==> config.mk <==
export PLATFORM = sky130hd
export DESIGN_NAME = id_buf_decoder
export DESIGN_NICKNAME = d
export VERILOG_FILES = /design/src/rtl/id_buf_decoder.sv
export SDC_FILE = /design/constraint.sdc
export NUM_CORES = 1
export LEC_CHECK = 0
export ABC_AREA = 1
export CORE_MARGIN = 2
export CORE_UTILIZATION = 45
export CTS_CLUSTER_DIAMETER = 150
export DETAILED_ROUTE_END_ITERATION = 8
export PLACE_DENSITY = 0.82
export SYNTH_ARGS = -nofsm -noshare
export SYNTH_HDL_FRONTEND = slang
export SYNTH_SLANG_ARGS = --single-unit
==> constraint.sdc <==
create_clock -name clk -period 5.7 [get_ports clk]
set_input_delay 0.57 -clock clk [delete_from_list [all_inputs] [get_ports clk]]
set_output_delay 0.57 -clock clk [all_outputs]
set_load 0.02 [all_outputs]
==> src/rtl/id_buf_decoder.sv <==
// RV32I/RV64I (+M) decode stage: combinational decode of the incoming
// instruction feeding a small in-order FIFO of decoded bundles for EX.
module id_buf_decoder #(
   parameter int XLEN     = 32,
   parameter bit M_EXT_EN = 1'b1,
   parameter int DEPTH    = 2
) (
   input  logic            clk,
   input  logic            rst,
   input  logic            flush_i,
   input  logic            inst_valid_i,
   output logic            inst_ready_o,
   input  logic [31:0]     inst_data_i,
   input  logic [XLEN-1:0] inst_addr_i,
   output logic            dec_valid_o,
   input  logic            dec_ready_i,
   output logic [XLEN-1:0] dec_inst_addr_o,
   output logic [6:0]      opcode_o,
   output logic [4:0]      rd_o,
   output logic [4:0]      rs1_o,
   output logic [4:0]      rs2_o,
   output logic [2:0]      funct3_o,
   output logic [6:0]      funct7_o,
   output logic [5:0]      shamt_o,
   output logic [XLEN-1:0] imm_o,
   output logic            rd_we_o,
   output logic            rs1_used_o,
   output logic            rs2_used_o,
   output logic            illegal_o,
   output logic [15:0]     illegal_cnt_o
);

   localparam int PTR_W = $clog2(DEPTH);
   localparam int CNT_W = $clog2(DEPTH + 1);

   localparam logic [6:0] OPC_LUI    = 7'b0110111;
   localparam logic [6:0] OPC_AUIPC  = 7'b0010111;
   localparam logic [6:0] OPC_JAL    = 7'b1101111;
   localparam logic [6:0] OPC_JALR   = 7'b1100111;
   localparam logic [6:0] OPC_BRANCH = 7'b1100011;
   localparam logic [6:0] OPC_LOAD   = 7'b0000011;
   localparam logic [6:0] OPC_STORE  = 7'b0100011;
   localparam logic [6:0] OPC_OPIMM  = 7'b0010011;
   localparam logic [6:0] OPC_OP     = 7'b0110011;

   typedef struct packed {
      logic [XLEN-1:0] addr;
      logic [6:0]      opcode;
      logic [4:0]      rd;
      logic [4:0]      rs1;
      logic [4:0]      rs2;
      logic [2:0]      funct3;
      logic [6:0]      funct7;
      logic [5:0]      shamt;
      logic [XLEN-1:0] imm;
      logic            rd_we;
      logic            rs1_used;
      logic            rs2_used;
      logic            illegal;
   } bundle_t;

   bundle_t          dec_d;
   bundle_t          head;
   bundle_t          mem_q [DEPTH];
   logic [PTR_W-1:0] wr_ptr_q, wr_ptr_d, rd_ptr_q, rd_ptr_d;
   logic [CNT_W-1:0] count_q, count_d;
   logic [15:0]      ill_cnt_q, ill_cnt_d;
   logic [31:0]      imm32;
   logic [6:0]       shift_hi;
   logic [6:0]       sra_hi;
   logic [2:0]       f3;
   logic             illegal;
   logic             push, pop;

   assign f3 = inst_data_i[14:12];
   // Bits above shamt on shift-immediates; on RV64 bit 25 belongs to shamt.
   assign shift_hi = (XLEN == 64) ? {1'b0, inst_data_i[31:26]} : inst_data_i[31:25];
   assign sra_hi   = (XLEN == 64) ? 7'b0010000 : 7'b0100000;

   // Full combinational decode of the offered instruction.
   always_comb begin
      dec_d          = '0;
      imm32          = '0;
      illegal        = 1'b0;
      dec_d.addr     = inst_addr_i;
      dec_d.opcode   = inst_data_i[6:0];
      dec_d.rd       = inst_data_i[11:7];
      dec_d.rs1      = inst_data_i[19:15];
      dec_d.rs2      = inst_data_i[24:20];
      dec_d.funct3   = f3;
      dec_d.rs1_used = 1'b1;
      case (inst_data_i[6:0])
         OPC_LUI, OPC_AUIPC: begin
            imm32          = {inst_data_i[31:12], 12'b0};
            dec_d.funct3   = 3'b000;
            dec_d.rs1_used = 1'b0;
         end
         OPC_JAL: begin
            imm32          = {{12{inst_data_i[31]}}, inst_data_i[19:12], inst_data_i[20],
                              inst_data_i[30:21], 1'b0};
            dec_d.funct3   = 3'b000;
            dec_d.rs1_used = 1'b0;
         end
         OPC_JALR: begin
            imm32   = {{20{inst_data_i[31]}}, inst_data_i[31:20]};
            illegal = (f3 != 3'b000);
         end
         OPC_BRANCH: begin
            imm32          = {{20{inst_data_i[31]}}, inst_data_i[7], inst_data_i[30:25],
                              inst_data_i[11:8], 1'b0};
            dec_d.rs2_used = 1'b1;
            illegal        = (f3 == 3'b010) || (f3 == 3'b011);
         end
         OPC_LOAD: begin
            imm32   = {{20{inst_data_i[31]}}, inst_data_i[31:20]};
            illegal = (f3 == 3'b111) || ((XLEN == 32) && ((f3 == 3'b011) || (f3 == 3'b110)));
         end
         OPC_STORE: begin
            imm32          = {{20{inst_data_i[31]}}, inst_data_i[31:25], inst_data_i[11:7]};
            dec_d.rs2_used = 1'b1;
            illegal        = f3[2] || ((XLEN == 32) && (f3 == 3'b011));
         end
         OPC_OPIMM: begin
            imm32 = {{20{inst_data_i[31]}}, inst_data_i[31:20]};
            if (f3 == 3'b001 || f3 == 3'b101) begin
               dec_d.shamt = (XLEN == 64) ? inst_data_i[25:20] : {1'b0, inst_data_i[24:20]};
               if (f3 == 3'b001) illegal = (shift_hi != 7'd0);
               else              illegal = (shift_hi != 7'd0) && (shift_hi != sra_hi);
            end
         end
         OPC_OP: begin
            dec_d.funct7   = inst_data_i[31:25];
            dec_d.rs2_used = 1'b1;
            case (inst_data_i[31:25])
               7'b0000000: illegal = 1'b0;
               7'b0100000: illegal = !((f3 == 3'b000) || (f3 == 3'b101));
               7'b0000001: illegal = !M_EXT_EN;
               default:    illegal = 1'b1;
            endcase
         end
         default: illegal = 1'b1;
      endcase
      if (inst_data_i[1:0] != 2'b11) illegal = 1'b1;
      dec_d.imm     = XLEN'($signed(imm32));
      dec_d.illegal = illegal;
      dec_d.rd_we   = !((inst_data_i[6:0] == OPC_STORE) || (inst_data_i[6:0] == OPC_BRANCH) || illegal);
   end

   assign inst_ready_o = (count_q != CNT_W'(DEPTH));
   assign dec_valid_o  = (count_q != '0);
   assign push         = inst_valid_i && inst_ready_o && !flush_i;
   assign pop          = dec_valid_o && dec_ready_i && !flush_i;

   // Pointer, occupancy and illegal-counter next state; flush wins over push/pop.
   always_comb begin
      wr_ptr_d  = wr_ptr_q;
      rd_ptr_d  = rd_ptr_q;
      count_d   = count_q;
      ill_cnt_d = ill_cnt_q;
      if (flush_i) begin
         wr_ptr_d = '0;
         rd_ptr_d = '0;
         count_d  = '0;
      end else begin
         if (push) wr_ptr_d = wr_ptr_q + PTR_W'(1);
         if (pop)  rd_ptr_d = rd_ptr_q + PTR_W'(1);
         case ({push, pop})
            2'b10:   count_d = count_q + CNT_W'(1);
            2'b01:   count_d = count_q - CNT_W'(1);
            default: count_d = count_q;
         endcase
         if (push && dec_d.illegal && (ill_cnt_q != 16'hFFFF)) ill_cnt_d = ill_cnt_q + 16'd1;
      end
   end

   // Control state register.
   always_ff @(posedge clk or posedge rst) begin
      if (rst) begin
         wr_ptr_q  <= '0;
         rd_ptr_q  <= '0;
         count_q   <= '0;
         ill_cnt_q <= '0;
      end else begin
         wr_ptr_q  <= wr_ptr_d;
         rd_ptr_q  <= rd_ptr_d;
         count_q   <= count_d;
         ill_cnt_q <= ill_cnt_d;
      end
   end

   // Bundle storage; contents only matter while counted, so no reset needed.
   always_ff @(posedge clk) begin
      if (push) mem_q[wr_ptr_q] <= dec_d;
   end

   // Head bundle, forced to zero when empty so a reset never shows stale data.
   always_comb begin
      head = '0;
      if (dec_valid_o) head = mem_q[rd_ptr_q];
   end

   assign dec_inst_addr_o = head.addr;
   assign opcode_o        = head.opcode;
   assign rd_o            = head.rd;
   assign rs1_o           = head.rs1;
   assign rs2_o           = head.rs2;
   assign funct3_o        = head.funct3;
   assign funct7_o        = head.funct7;
   assign shamt_o         = head.shamt;
   assign imm_o           = head.imm;
   assign rd_we_o         = head.rd_we;
   assign rs1_used_o      = head.rs1_used;
   assign rs2_used_o      = head.rs2_used;
   assign illegal_o       = head.illegal;
   assign illegal_cnt_o   = ill_cnt_q;

endmodule

==> run summary <==
Status: finished clean
Total gr overflow: 0
Leading area contributor after synthesis: edfxtp_1
Syn Nets: 951
Sequential element share of the synthesized area: 70.2%
Final Util: 60.1%
FP Rows: 53
P_int: 3.79 mW
Post-synthesis cell count: 881
Port buffer count: 191
Mux cell area share after synthesis: 0%
Critical path capture point type: primary output
Max Slew Vio Count: 0
Area grow syn2layout: 30.6%
WP data arrival: 3190 ps
Ys flop type: edfxtp_1
Final ANT Viol Nets: 0
Critical path launch point type: flop
Skew final: 17.0 ps
Worst setup endpoint: imm_o[18]
Post-synth EDFFs: 210
Synth top area share: 65.0%
Internal reg-to-reg setup slack: 3150 ps
XOR/XNOR Fraction of Synth Area: 1.26%
Sink Count: 230
Synth Area in Compound Gates: 7.51%
Largest net degree at the start of global routing: 106
Post-Syn Area: 9700 um2
Die ar.: 22,700 um2
Die width: 151 um
Detailed placement HPWL: 15,700 um
RePlAce Congestion: 0.904
Cts hold-fix bufs: 0
Synth Register Bits: 230
Warnings, synthesis: 0
Part of the power in registers: 36.0%
Synth Area in Simple Gates: 17.4%
Max Cap Viol: 0
Pre-CTS setup slack: 2480 ps
Slowest cell on the critical path: clkdlybuf4s50_1
Final Hold Vio Count: 0
RSZ-0062 raised after global routing: no
Worst Setup SP: rd_ptr_q
First-pass GRT wire length: 35,900 um
Design area: 12,700 um2
Crit-path cells: clkinv_2, buf_4, nand2_1, a21oi_1, clkdlybuf4s50_1
Clock Latency Late Sink: 510 ps
Clk slew on worst S/H paths: 60 ps
Max VDD drop: 222 uV
Routed length per instance: 17.7 um
Fin crit share: 65.9%
Netlist cell types: 34
Least-Margin Pin Slew: 1150 ps
Hold crit path type: input port to asynchronous set/reset pin
P_leak: 4.68 nW
Worst Path Buf+Inv: 3
Die Ht: 151 um
NetSw: 2.00 mW
Top post-synthesis cells by area: edfxtp_1 65%, nand2_1 11%, a21oi_1 5.6%
Fmax: 266 MHz
Fraction of registers with async set/reset: 8.70%
Setup bufs post-CTS: 0
Delay-heaviest family, CP: buffers and inverters
Comb pwr share: 37.0%
Core ar.: 21,100 um2
Number of diodes: 0
I/O pins: 193
Min Tclk post-route: 3760 ps
Adder-Cell Fraction of Synth Area: 0.129%
Mean cell area of the mapped netlist: 11.0 um2
Most common cell in the netlist: nand2_1
Reg2Reg Launch Point: count_q[0]
CP Data Required Time: 5130 ps
Total track usage: 20.4%
Worst setup margin: 1940 ps
CP max FO: 57
WP depth: 5
Layout Nets: 1,136
CTS tree: built
Inst Count DP: 1,315
Initial antenna violation count: 0
Critical Path Max Stage Delay: 690 ps
Initial Utilization: 46.0%
Total number of vias: 7,101
Clk pwr share: 26.9%
R2R depth: 5
Post-route insts no fill: 1,359
Fin Setup TNS: 0 ps
Iteration-0 DRC count of the detailed router: 452
Placed Area: 11,900 um2
Maximum clock path buffer count: 3
Endpoints failing setup: 0
Switching share of power: 34.6%
Via/cell ratio: 5.23
Cts bufs inserted: 24
Resized Gates After CTS: 0
Main combinational cell family by area after synthesis: simple AND/OR/NAND/NOR gates
Drt total wl: 24,000 um
RR Endpoint: mem_q[0][19]
Buffer type at the clock tree root: clkbuf_16
Power Density: 457 nW/um2
Residual DRC count: 0
H-tree Lvls: 1
Ratio of cells with drive above 1 in the final layout: 6.64%
Most frequent cells after synthesis: 296 x nand2_1, 210 x edfxtp_1, 109 x a21oi_1
Iteration count of the initial detailed-routing pass: 5
Critical path class: flop to primary output
Vias in the first global route: 6,883
Max-slew headroom: 23.2%
power by group through the flow:
stage,combinational (mW),clock (mW),sequential [mW]
after global placement,2.13,0,2.11
after global routing,2.30,1.65,2.10
final,2.14,1.56,2.09
after detailed placement,2.15,0,2.12
after CTS,2.16,1.58,2.09
after floorplan,1.12,0,2.13
stage by stage:
step / hold slack [ps] / power [mW]
2_1_floorplan: 522 / 3.25
3_3_place_gp: 507 / 4.25
3_5_place_dp: 514 / 4.27
4_1_cts: 519 / 5.83
5_1_grt: 576 / 6.05
6_report: 508 / 5.79
how the worst min path moves through the flow:
stage | startpoint | depth (start not counted) | end | slack, ps
detailed placement | illegal_cnt_o[6] | 2 | illegal_cnt_o[6] | 510
CTS | rst | 2 | illegal_cnt_o[14] | 520
floorplan | count_q[1] | 2 | count_q[1] | 520
global route | rst | 2 | illegal_cnt_o[4] | 580
finish | rst | 2 | illegal_cnt_o[14] | 510
global placement | illegal_cnt_o[6] | 2 | illegal_cnt_o[6] | 510
flip-flops by register name (all words and copies together), names as in the netlist:
| signal | count |
|---|---|
| count_q | 2 |
| mem_q | 210 |
| illegal_cnt_o | 16 |
| wr_ptr_q | 1 |
| rd_ptr_q | 1 |
placed cells by master, fill, tap and decap left out, drive strengths merged, types with 9 or more instances in the layout:
cell	count
clkdlybuf4s50	191
nor2	48
clkbuf	30
nor3	9
xor2	11
inv	45
nand2	304
clkinv	10
edfxtp	210
nand3	43
o21ai	23
a21oi	111
dfrtp	20
cell families after synthesis:
family,Yosys count
flip-flops,230
buffers and inverters,85
other,1
adder cells (fa/ha/maj),1
AO/OA/AOI/OAI,140
XOR/XNOR,14
AND/OR/NAND/NOR,410
layer usage:
metal | part of all wire, % | vias to the layer above | global-route usage, % | wire length, um
li1 | - | 3381 | - | -
met1 | 39 | 3379 | 26.0 | 9460
met2 | 48 | 298 | 34.3 | 11600
met3 | 9.8 | 43 | 5.39 | 2350
met4 | 2.5 | 0 | 6.21 | 599
met5 | 0 | - | 0 | 0
cell type report:
type,instances,area (um2)
inverter,45,170
tap,275,344
multi-input combinational,566,2580
timing repair buffer,199,1970
sequential,230,6810
fill,1655,8420
clock buffer,30,644
clock inverter,14,149
Power figures use the tool's default switching activity.
==> RTL edit 1 (same settings) <==
Change the parameter `M_EXT_EN` from 1'b1 to 1'b0.
--- a/src/rtl/id_buf_decoder.sv
+++ b/src/rtl/id_buf_decoder.sv
@@ -3,5 +3,5 @@
 module id_buf_decoder #(
    parameter int XLEN     = 32,
-   parameter bit M_EXT_EN = 1'b1,
+   parameter bit M_EXT_EN = 1'b0,
    parameter int DEPTH    = 2
 ) (
Formal check against the unedited RTL: not equivalent (a bounded check fails within 4 cycles, from zero or initial values and one cycle with rst high).
==> RTL edit 1 against the unedited design <==
Routed wire length up 0.34%; largest cell class unchanged; synthesized area is 0.36% higher; power increased by 3.4%; sequential cell count unchanged; critical path type unchanged; worst setup slack better by 0.026 ns; via count is 0.17% higher; cell count down 0.74%; utilization up 0.42 points; design area rose by 1.0%; worst hold slack gained 0.0094 ns.
==> RTL edit 1: results (changes against the unedited design) <==
Mapped Nets=942 (-0.95%); gr usage total=0.209 (+0.00479); largest register by flop count=mem_q; register share of total power=0.349 (-0.011); final wirelength=24.1 mm (+0.34%); Power Density=468 nW/µm² (+2.4%); Worst Reg2Reg Path Length in Cells=5 (unchanged); fraction of registers with async set/reset=0.0870 (unchanged); met1 GRT Util=0.276 (+0.0160); Vias/cell=5.27 (+0.91%); filler cell count=1642 (-0.79%); Rel. slew slack=0.220 (-0.0119); Top Layer Used=met4; CP max stage cell=clkinv_2; Peak Freq=268 MHz (+0.70%); Clock Latency Late Sink=0.52 ns; Critical R2R Launch=count_q[0]$_DFFE_PP0P_; met3 routed WL=2.59 mm (+10%); post-synthesis sequential area ratio=0.699 (-0.00252); Post-Place Cell Area=11900 µm² (+0.25%); DRT Pass-1 Iters=5 (unchanged); Largest register FFs=210 (unchanged); crit path max fanout=80 (+40%); post-route insts no fill=1349 (-0.74%); Starting DRT DRC Count=700 (+55%); Worst Setup EP=illegal_o; r2r setup slk=3.08 ns (-0.07 ns); met2 WL=11.5 mm (-1.2%); clock buffer depth=3 (unchanged); initial antenna violation count=0 (unchanged); status=complete, no violations; post-synthesis area per instance=11.2 µm² (+1.4%); leakage=4.70 nW (+0.49%); maximum vdd drop=340 µV (+53%); crit path from=rd_ptr_q$_DFFE_PP0P_; layout cell share with drive strength beyond 1=0.0801 (+0.0137); post-synth cell types=33 (-2.9%); M1 wire length=9.54 mm (+0.87%); WHS=0.517 ns (+0.00936 ns); first-pass GRT wire length=36.5 mm (+1.5%); top cells by count, synth=285 x nand2_1, 210 x edfxtp_1, 107 x a21oi_1, 45 x nor2_1, 41 x nand3_1; Max stage delay on crit path=0.87 ns (+0.18 ns); M2 GR Usage=0.347 (+0.00364); Placer Congestion=0.871 (-3.7%); Final Skew=0.0152 ns (-0.00179 ns); r2r endpoint=mem_q[0][7]$_DFFE_PP_; Worst Path Arrival=3.16 ns (-0.03 ns); met3 Resource Use GR=0.0524 (-0.00151); Place WS=2.46 ns (-0.0204 ns); # diodes=0 (unchanged); Area contributors post-synth=edfxtp_1 65%, nand2_1 11%, a21oi_1 5.5%; area share of the largest cell type after synthesis=0.648 (-0.00234); internal power=3.96 mW (+4.6%); largest net degree at the start of global routing=106 (unchanged); post-layout net count=1126 (-0.88%); number of global-route vias before repair=6832 (-0.74%); Clk. pwr=1.72 mW (+10%); hpwl dp=15.4 mm (-1.8%); H-tree levels=1 (unchanged)
## RTL edit 1: cell count changes after synthesis, sizes merged, moves of 3 or more
cell,change
nor2,+6
xor2,-3
nor3,-4
xnor2,+3
inv,-6
a21oi,-3
## RTL edit 1: worst register-to-register path: cells and delay by family (launching register included)
kind          cells  cell delay [ns]
flops             1             0.40
simple gates      3             1.06
buf+inv           2             0.75
## RTL edit 1: final cells by class
class | instances | area share
clock buffer | 28 | 0.0481
tap | 275 | 0.0269
sequential | 230 | 0.532
multi-input combinational | 563 | 0.205
timing repair buffer | 198 | 0.154
inverter | 39 | 0.0119
clock inverter | 16 | 0.0216
## RTL edit 1: cells by family (layout without fill, tap and decap cells)
family	Yosys count	count (layout)	share of synthesized area
AO/OA/AOI/OAI	137	137	0.0729
XOR/XNOR	14	14	0.0126
adder cells (fa/ha/maj)	1	1	0.00128
buffers and inverters	79	281	0.0338
flip-flops	230	230	0.699
other	1	1	0.000385
AND/OR/NAND/NOR	410	410	0.180
==> RTL edit 2 (same settings) <==
Made on the original files. Put one more register stage on the output `illegal_cnt_o`, with the module's reset. The value now appears one clock later. The other outputs are not delayed to match.
--- a/src/rtl/id_buf_decoder.sv
+++ b/src/rtl/id_buf_decoder.sv
@@ -213,5 +213,11 @@
    assign rs2_used_o      = head.rs2_used;
    assign illegal_o       = head.illegal;
-   assign illegal_cnt_o   = ill_cnt_q;
+   always_ff @(posedge clk or posedge rst) begin
+      if (rst) begin
+         illegal_cnt_o <= '0;
+      end else begin
+         illegal_cnt_o <= ill_cnt_q;
+      end
+   end
 
 endmodule
Formal check against the unedited RTL: not equivalent (a bounded check fails within 4 cycles, from zero or initial values and one cycle with rst high).
==> RTL edit 2 against the unedited design <==
Utilization decreased by 0.050 points; clock power is 6% higher; synthesized area up 4.0%; sequential cell count increased by 16; synthesized cell count rose by 2.8%; routed wire length rose by 2.1%; die area up 3.9%; maximum frequency shrank 0.90%; worst setup slack worse by 0.034 ns; non-clock buffer count decreased by 2; power decreased by 4.5%; sequential power up 4%; clock skew is 0.0043 ns higher; design area grew 3.7%.
==> RTL edit 2: results (changes against the unedited design) <==
status=complete, no violations; XOR/XNOR share of the synthesized area=0.0104 (-0.00223); Final Skew=0.0213 ns (+0.00425 ns); Psw=1.75 mW (-12%); number of buffers created by CTS=26 (+8.3%); crit path max fanout=68 (+19%); layout cell share with drive strength beyond 1=0.0595 (-0.00696); CP max stage cell=clkinv_2; Starting DRT DRC Count=641 (+42%); post-synth cell types=31 (-8.8%); drt wl/cell=17.7 µm (-0.17%); leakage=5.01 nW (+7.2%); Placer Congestion=0.873 (-3.4%); Clock Latency Late Sink=0.53 ns (+0.02 ns); M1 wire length=9.94 mm (+5.1%); Seq area share=0.549 (+0.0112); Place WS=2.41 ns (-0.0627 ns); Max stage delay on crit path=0.64 ns (-0.05 ns); inverters=50 (+11%); fraction of cell area in non-clock buffers=0.152 (-0.00387); met1 GRT Util=0.272 (+0.0119); Adder-Cell Fraction of Synth Area=0.00124 (-0.0000500); met2 WL=12.3 mm (+6.0%); Final min period=3.79 ns (+0.0340 ns); multi-input logic area=2550 µm² (-1.1%); r2r setup slk=3.18 ns (+0.03 ns); Hold/Removal Path Class=register to register; clock power share=0.299 (+0.030); top cells by count, synth=304 x nand2_1, 210 x edfxtp_1, 109 x a21oi_1, 50 x nor2_1, 45 x inv_1; Combinational Power Share=0.308 (-0.062); fraction of registers with async set/reset=0.146 (+0.0594); bufs w/o clock=197 (-1.0%); WHS=0.438 ns (-0.0701 ns); sequential cell count=246 (+7.0%); number of global-route vias before repair=7208 (+4.7%); post-synthesis area per instance=11.1 µm² (+1.2%); Mapped Nets=976 (+2.6%); vias=7272 (+2.4%); M2 GR Usage=0.344 (+0.00117); Vias/cell=5.23 (+0.12%); clock buffers=32 (+6.7%); post-synthesis sequential area ratio=0.714 (+0.0124)
## RTL edit 2: cell types whose count changed after synthesis, sizes merged, moves of 4 or more
cell and delta:
xor2 -5, nor3 -4, nor2 +5, dfrtp +16
inv +4, nand2 +7
## RTL edit 2: path summary, 6_finish.rpt
path | from | to | cells after the start
min reg2reg | ill_cnt_q[14]$_DFFE_PP0P_ | illegal_cnt_o[14]$_DFF_PP0_ | 0
max reg2reg | count_q[0]$_DFFE_PP0P_ | mem_q[0][43]$_DFFE_PP_ | 7
max | rd_ptr_q$_DFFE_PP0P_ | dec_inst_addr_o[3] | 5
min in group asynchronous | rst | count_q[0]$_DFFE_PP0P_ | 3
max in group asynchronous | rst | rd_ptr_q$_DFFE_PP0P_ | 3
min | ill_cnt_q[14]$_DFFE_PP0P_ | illegal_cnt_o[14]$_DFF_PP0_ | 0
## RTL edit 2: through the flow
stage	instance area, µm²	total power, mW
floorplan	10100	3.09
global placement	12300	3.90
detailed placement	12300	3.92
CTS	13100	5.58
global route	13100	5.77
finish	13100	5.53
